==> config.mk <==
export PLATFORM = sky130hd
export DESIGN_NAME = btn_debounce_pulse
export DESIGN_NICKNAME = d
export VERILOG_FILES = /design/src/rtl/btn_debounce_pkg.sv /design/src/rtl/sync2.sv /design/src/rtl/btn_debounce_pulse.sv
export SDC_FILE = /design/constraint.sdc
export NUM_CORES = 1
export LEC_CHECK = 0
export BUFFER_PORTS_ARGS = -buffer_cell sky130_fd_sc_hd__buf_2
export CORE_MARGIN = 5
export CORE_UTILIZATION = 45
export CTS_CLUSTER_DIAMETER = 150
export DETAILED_ROUTE_END_ITERATION = 6
export GPL_TIMING_DRIVEN = 1
export PLACE_DENSITY = 0.7
export SLEW_MARGIN = 0
export SYNTH_ARGS = -nofsm -noshare
export SYNTH_HDL_FRONTEND = slang
export SYNTH_HIERARCHICAL = 1
export SYNTH_SLANG_ARGS = --single-unit
==> constraint.sdc <==
create_clock -name clk -period 2.5 [get_ports clk]
set_clock_uncertainty 0.2 [all_clocks]
set_input_delay 0.5 -clock clk [delete_from_list [all_inputs] [get_ports clk]]
set_output_delay 0.5 -clock clk [all_outputs]
set_load 0.1 [all_outputs]
==> src/rtl/btn_debounce_pkg.sv <==
// Shared definitions for the push-button debounce/pulse stage:
// FSM state encoding and default timing parameters.
package btn_debounce_pkg;

    typedef enum logic [1:0] {
        IDLE        = 2'd0,
        PRESS_CHK   = 2'd1,
        HELD        = 2'd2,
        RELEASE_CHK = 2'd3
    } state_e;

    localparam int DEF_STABLE_CYCLES = 4;
    localparam int DEF_REPEAT_DELAY  = 0;
    localparam int DEF_REPEAT_PERIOD = 1;
    localparam int DEF_CNT_W         = 16;

endpackage

==> src/rtl/sync2.sv <==
// Generic two-flop synchronizer for a single asynchronous bit.
// Both stages clear to 0 on reset.
module sync2 (
    input  logic clk,
    input  logic rst_,
    input  logic d_i,
    output logic q_o
);

    logic s1_q;
    logic s2_q;

    always_ff @(posedge clk or negedge rst_) begin
        if (!rst_) begin
            s1_q <= 1'b0;
            s2_q <= 1'b0;
        end else begin
            s1_q <= d_i;
            s2_q <= s1_q;
        end
    end

    assign q_o = s2_q;

endmodule

==> src/rtl/btn_debounce_pulse.sv <==
// Raw push-button to clean one-cycle count pulse: synchronizer, debounce FSM
// and optional hold-to-auto-repeat. Outputs are registered.
module btn_debounce_pulse
    import btn_debounce_pkg::*;
#(
    parameter int STABLE_CYCLES = DEF_STABLE_CYCLES,
    parameter int REPEAT_DELAY  = DEF_REPEAT_DELAY,
    parameter int REPEAT_PERIOD = DEF_REPEAT_PERIOD,
    parameter int CNT_W         = DEF_CNT_W
) (
    input  logic clk,
    input  logic rst_,
    input  logic btn,
    output logic pulse,
    output logic level
);

    localparam longint CNT_MAX = (longint'(1) << CNT_W) - 1;

    // Counters are sized so terminal values are always reachable without wrap.
    if (STABLE_CYCLES < 1 || longint'(STABLE_CYCLES) > CNT_MAX) begin : g_bad_stable
        $error("btn_debounce_pulse: STABLE_CYCLES out of range for CNT_W");
    end
    if (REPEAT_DELAY < 0 || longint'(REPEAT_DELAY) > CNT_MAX) begin : g_bad_delay
        $error("btn_debounce_pulse: REPEAT_DELAY out of range for CNT_W");
    end
    if (REPEAT_PERIOD < 1 || longint'(REPEAT_PERIOD) > CNT_MAX) begin : g_bad_period
        $error("btn_debounce_pulse: REPEAT_PERIOD out of range for CNT_W");
    end
    if (REPEAT_DELAY != 0 && REPEAT_PERIOD > REPEAT_DELAY) begin : g_bad_reload
        $error("btn_debounce_pulse: REPEAT_PERIOD must not exceed REPEAT_DELAY");
    end

    localparam bit             REPEAT_EN     = (REPEAT_DELAY != 0);
    localparam logic [CNT_W-1:0] STABLE_LAST = CNT_W'(STABLE_CYCLES - 1);
    localparam logic [CNT_W-1:0] REPEAT_LAST = CNT_W'(REPEAT_DELAY - 1);
    localparam logic [CNT_W-1:0] REPEAT_RELD = CNT_W'(REPEAT_DELAY - REPEAT_PERIOD);

    logic             btn_s;
    state_e           state_q, state_d;
    logic [CNT_W-1:0] dcnt_q, dcnt_d;
    logic [CNT_W-1:0] rcnt_q, rcnt_d;
    logic             pulse_q, pulse_d;
    logic             level_q, level_d;

    sync2 u_sync (
        .clk  (clk),
        .rst_ (rst_),
        .d_i  (btn),
        .q_o  (btn_s)
    );

    always_ff @(posedge clk or negedge rst_) begin
        if (!rst_) begin
            state_q <= IDLE;
            dcnt_q  <= '0;
            rcnt_q  <= '0;
            pulse_q <= 1'b0;
            level_q <= 1'b0;
        end else begin
            state_q <= state_d;
            dcnt_q  <= dcnt_d;
            rcnt_q  <= rcnt_d;
            pulse_q <= pulse_d;
            level_q <= level_d;
        end
    end

    always_comb begin
        state_d = state_q;
        dcnt_d  = dcnt_q;
        rcnt_d  = rcnt_q;
        pulse_d = 1'b0;
        case (state_q)
            IDLE: begin
                if (btn_s) begin
                    state_d = PRESS_CHK;
                    dcnt_d  = '0;
                end
            end
            PRESS_CHK: begin
                if (!btn_s) begin
                    state_d = IDLE;
                    dcnt_d  = '0;
                end else if (dcnt_q == STABLE_LAST) begin
                    state_d = HELD;
                    dcnt_d  = '0;
                    rcnt_d  = '0;
                    pulse_d = 1'b1;
                end else begin
                    dcnt_d = dcnt_q + CNT_W'(1);
                end
            end
            HELD: begin
                // rcnt advances on every HELD cycle, including the one that
                // leaves for RELEASE_CHK; a suppressed repeat still reloads.
                if (REPEAT_EN) begin
                    if (rcnt_q == REPEAT_LAST) rcnt_d = REPEAT_RELD;
                    else                       rcnt_d = rcnt_q + CNT_W'(1);
                end
                if (!btn_s) begin
                    state_d = RELEASE_CHK;
                    dcnt_d  = '0;
                end else if (REPEAT_EN && rcnt_q == REPEAT_LAST) begin
                    pulse_d = 1'b1;
                end
            end
            RELEASE_CHK: begin
                if (btn_s) begin
                    state_d = HELD;
                    dcnt_d  = '0;
                end else if (dcnt_q == STABLE_LAST) begin
                    state_d = IDLE;
                    dcnt_d  = '0;
                end else begin
                    dcnt_d = dcnt_q + CNT_W'(1);
                end
            end
            default: begin
                state_d = IDLE;
                dcnt_d  = '0;
            end
        endcase
        level_d = (state_d == HELD) || (state_d == RELEASE_CHK);
    end

    assign pulse = pulse_q;
    assign level = level_q;

endmodule

==> Flow_metrics.wiki <==
{| class="wikitable"
! Metric !! Value
|-
| Outcome || complete, no violations
|-
| R2R depth || 6
|-
| Reported max-cap violation count || 0
|-
| Startpoint type of the worst setup path || flip-flop
|-
| Synthesized area per cell || 10.2 um^2
|-
| Post-layout instance count excluding filler cells || 142
|-
| Layout area overhead || 5.35%
|-
| Average wire length per cell after detail routing || 14.7 um
|-
| Largest net degree at the start of global routing || 23
|-
| Area share of the leading cell type in the synthesized netlist || 0.501
|-
| Post-Syn Nets || 112
|-
| H-tree Lvls || 1
|-
| Clock latency on the worst-skew pair || 300 ps
|-
| Total Routing Usage GR || 0.128
|-
| Net switching component of the power || 330 uW
|-
| Inserted Diodes || 0
|-
| Library cell with the highest instance count after synthesis || sky130_fd_sc_hd__dfrtp_1
|-
| Longest Clk Path Bufs || 2
|-
| Number of storage elements in the synthesis netlist || 22
|-
| Number of I/O pins || 5
|-
| Number of nets still failing antenna checks after routing || 0
|-
| Number of global-route vias before repair || 757
|-
| Share of power burned in the clock network || 0.182
|-
| Fraction of registers with async set or reset after synthesis || 1.00
|-
| Number of post-CTS setup repair buffers || 0
|-
| Fill cells || 228
|-
| Distinct cells, synth || 34
|-
| Tightest Hold Check Type || in -> reg
|-
| Final Core Density || 0.481
|-
| Worst hold path cell count || 1
|-
| Seq. cell area || 551 um^2
|-
| Worst vdd ir || 0.398 mV
|-
| Fmax || 0.489 GHz
|-
| Multi-input combinational cell area || 507 um^2
|-
| Worst slew slack as a fraction of its limit || 0.673
|-
| Drt pass-1 iters || 4
|-
| Gate power share || 0.320
|-
| Critical path required time || 2480 ps
|-
| Layout cell share with drive strength beyond 1 || 0.134
|-
| Internal portion of total power || 532 uW
|-
| Cell count after placement || 138
|-
| Setup TNS || 0 ps
|-
| Endpoints failing hold || 0
|-
| Initial antenna violation count || 0
|-
| Netlist Area Pre-Place || 1100 um^2
|-
| Die span in y || 59.4 um
|-
| Die width || 59.4 um
|-
| Number of failing setup endpoints in the final timing report || 0
|-
| TritonCTS clock tree || done
|-
| Average via count per standard cell || 5.92
|-
| Via Count || 841
|-
| Clock Tree Root || sky130_fd_sc_hd__clkbuf_4
|-
| Largest cells by area after synthesis || sky130_fd_sc_hd__dfrtp_1 50%, sky130_fd_sc_hd__a31oi_1 5.1%, sky130_fd_sc_hd__nand2_1 4.1%, sky130_fd_sc_hd__a21oi_1 3.6%, sky130_fd_sc_hd__nand3_1 3.6%
|-
| Number of flops mapped to enable cells by yosys || 0
|-
| Seq pwr share || 0.498
|-
| Mapped Cells || 108
|-
| Clk sinks || 22
|-
| Nets@finish || 118
|-
| Final Slew Violations || 0
|-
| Primary flip-flop cell chosen by synthesis mapping || sky130_fd_sc_hd__dfrtp_1
|-
| Number of buffer cells added on primary ports || 4
|-
| CTS buffer count || 3
|-
| Final global-route overflow total || 0
|-
| Proportion of synthesized chip area in sequential cells || 0.501
|-
| Area of the die || 3530 um^2
|-
| Yosys warns || 6
|-
| CP Data Arrival Time || 2030 ps
|-
| Standby leakage power || 0.498 nW
|-
| Power Dens Cells || 744 nW/um^2
|-
| Power consumption || 862 uW
|-
| HPWL after detailed placement || 1430 um
|-
| Most common library cells after synthesis || 22 x sky130_fd_sc_hd__dfrtp_1, 12 x sky130_fd_sc_hd__nand2_1, 9 x sky130_fd_sc_hd__a31oi_1
|-
| Tcrit/Tclk final || 0.818
|-
| Global routing usage on met3 || 0.0196
|-
| Global-route wire length before repair || 3490 um
|-
| Slew of the pin with the lowest slew margin || 491 ps
|-
| Critical setup path kind || reg -> reg
|-
| Area of the core || 2410 um^2
|-
| Met2 layer usage reported by global route || 0.225
|-
| Effective utilization at floorplan || 0.456
|-
| Final critical-path required period || 2040 ps
|-
| Most congested layer reported by global routing || met2
|-
| GR Util met1 || 0.160
|-
| Wirelength, routed || 2090 um
|-
| Endpoint kind of the worst setup timing path || flip-flop
|-
| Final routed DRC violation total || 0
|-
| Final estimated routing congestion in global placement || 0.817
|-
| Number of design-rule violations left by the first detailed-router iteration || 19
|-
| Critical Path Fanout Max || 22
|-
| Switching power share of the total || 0.383
|-
| Most area-hungry cell type in the Yosys netlist || sky130_fd_sc_hd__dfrtp_1
|-
| Unrepaired setup endpoints after global routing || no
|-
| Clk pin slew, worst setup/hold paths || 110 ps
|-
| Row cnt || 18
|}
==> metrics by stage <==
step | hold WS [ps] | setup slack [ps] | area [um^2]
final | 102 | 455 | 1160
after global routing | 91.9 | 312 | 1160
after CTS | 97.5 | 456 | 1160
after detailed placement | 140 | 510 | 1130
after global placement | 136 | 577 | 1130
after floorplan | 4.41 | 645 | 1100
==> power by group through the flow <==
| stage | registers [mW] | logic [mW] | clock network, mW |
|---|---|---|---|
| after floorplan | 0.464 | 0.209 | 0 |
| after global placement | 0.434 | 0.268 | 0 |
| after detailed placement | 0.435 | 0.273 | 0 |
| after CTS | 0.429 | 0.275 | 0.160 |
| after global routing | 0.434 | 0.300 | 0.177 |
| final | 0.429 | 0.276 | 0.157 |
==> logic make-up after synthesis <==
group,synth area share
simple gates,0.217
compound gates,0.170
fa+ha+maj,0.0114
mux,0.0387
xor+xnor,0.0239
flops,0.501
buf+inv,0.0387
==> worst paths after layout <==
kind | end | slack, ps | from
setup / recovery | dcnt_q[3] | 460 | dcnt_q[0]
hold / removal | u_sync/s1_q | 100 | btn
setup reg to reg | dcnt_q[3] | 460 | dcnt_q[0]
hold reg to reg | u_sync/q_o | 160 | u_sync/s1_q
max in group asynchronous | dcnt_q[15] | 1290 | rst_
min in group asynchronous | dcnt_q[4] | 480 | rst_
==> registers in the layout, summed over array words and instances, names as in the netlist <==
register and count:
dcnt_q 16, state_q 2, pulse 1, u_sync/q_o 1
level 1, u_sync/s1_q 1
==> routing by layer <==
metal / up-vias / wire (um) / part of all wire
met5: - / 0 / 0
met4: 0 / 19 / 0.0091
met3: 2 / 61 / 0.029
met2: 12 / 1060 / 0.50
met1: 411 / 956 / 0.46
li1: 416 / - / -
==> cell usage in the layout, fill, tap and decap left out, types with 2 or more instances in the layout <==
| cell type | count |
|---|---|
| sky130_fd_sc_hd__inv_1 | 3 |
| sky130_fd_sc_hd__a31oi_1 | 9 |
| sky130_fd_sc_hd__dfrtp_1 | 22 |
| sky130_fd_sc_hd__mux2i_1 | 2 |
| sky130_fd_sc_hd__nand3_1 | 8 |
| sky130_fd_sc_hd__nor2_1 | 4 |
| sky130_fd_sc_hd__a41oi_1 | 4 |
| sky130_fd_sc_hd__xor2_1 | 3 |
| sky130_fd_sc_hd__nor4_1 | 2 |
| sky130_fd_sc_hd__nand2_1 | 12 |
| sky130_fd_sc_hd__clkbuf_4 | 3 |
| sky130_fd_sc_hd__a21oi_1 | 8 |
| sky130_fd_sc_hd__nand4_1 | 3 |
| sky130_fd_sc_hd__buf_2 | 4 |
| sky130_fd_sc_hd__o21ai_0 | 5 |
| sky130_fd_sc_hd__mux2_2 | 2 |
==> layout make-up <==
| type | count | area share |
|---|---|---|
| well taps | 30 | 0.0324 |
| multi-input cells | 79 | 0.437 |
| repair buffers | 5 | 0.0259 |
| inverters | 3 | 0.00972 |
| clock buffers | 3 | 0.0194 |
| flip-flops and latches | 22 | 0.475 |
==> timing repair <==
action,4_1_cts,5_1_grt
hold buffers,1,0
gates resized for setup,0,0
hold endpoints to repair,22,0
==> critical path: stages (launching register included) <==
cell	delay (ps)
sky130_fd_sc_hd__dfrtp_1	420
sky130_fd_sc_hd__ha_1	270
sky130_fd_sc_hd__nor4b_2	240
sky130_fd_sc_hd__nand4_1	190
sky130_fd_sc_hd__and3_4	310
sky130_fd_sc_hd__a41oi_1	240
sky130_fd_sc_hd__a31oi_1	60
(Power assumes the default switching activity.)
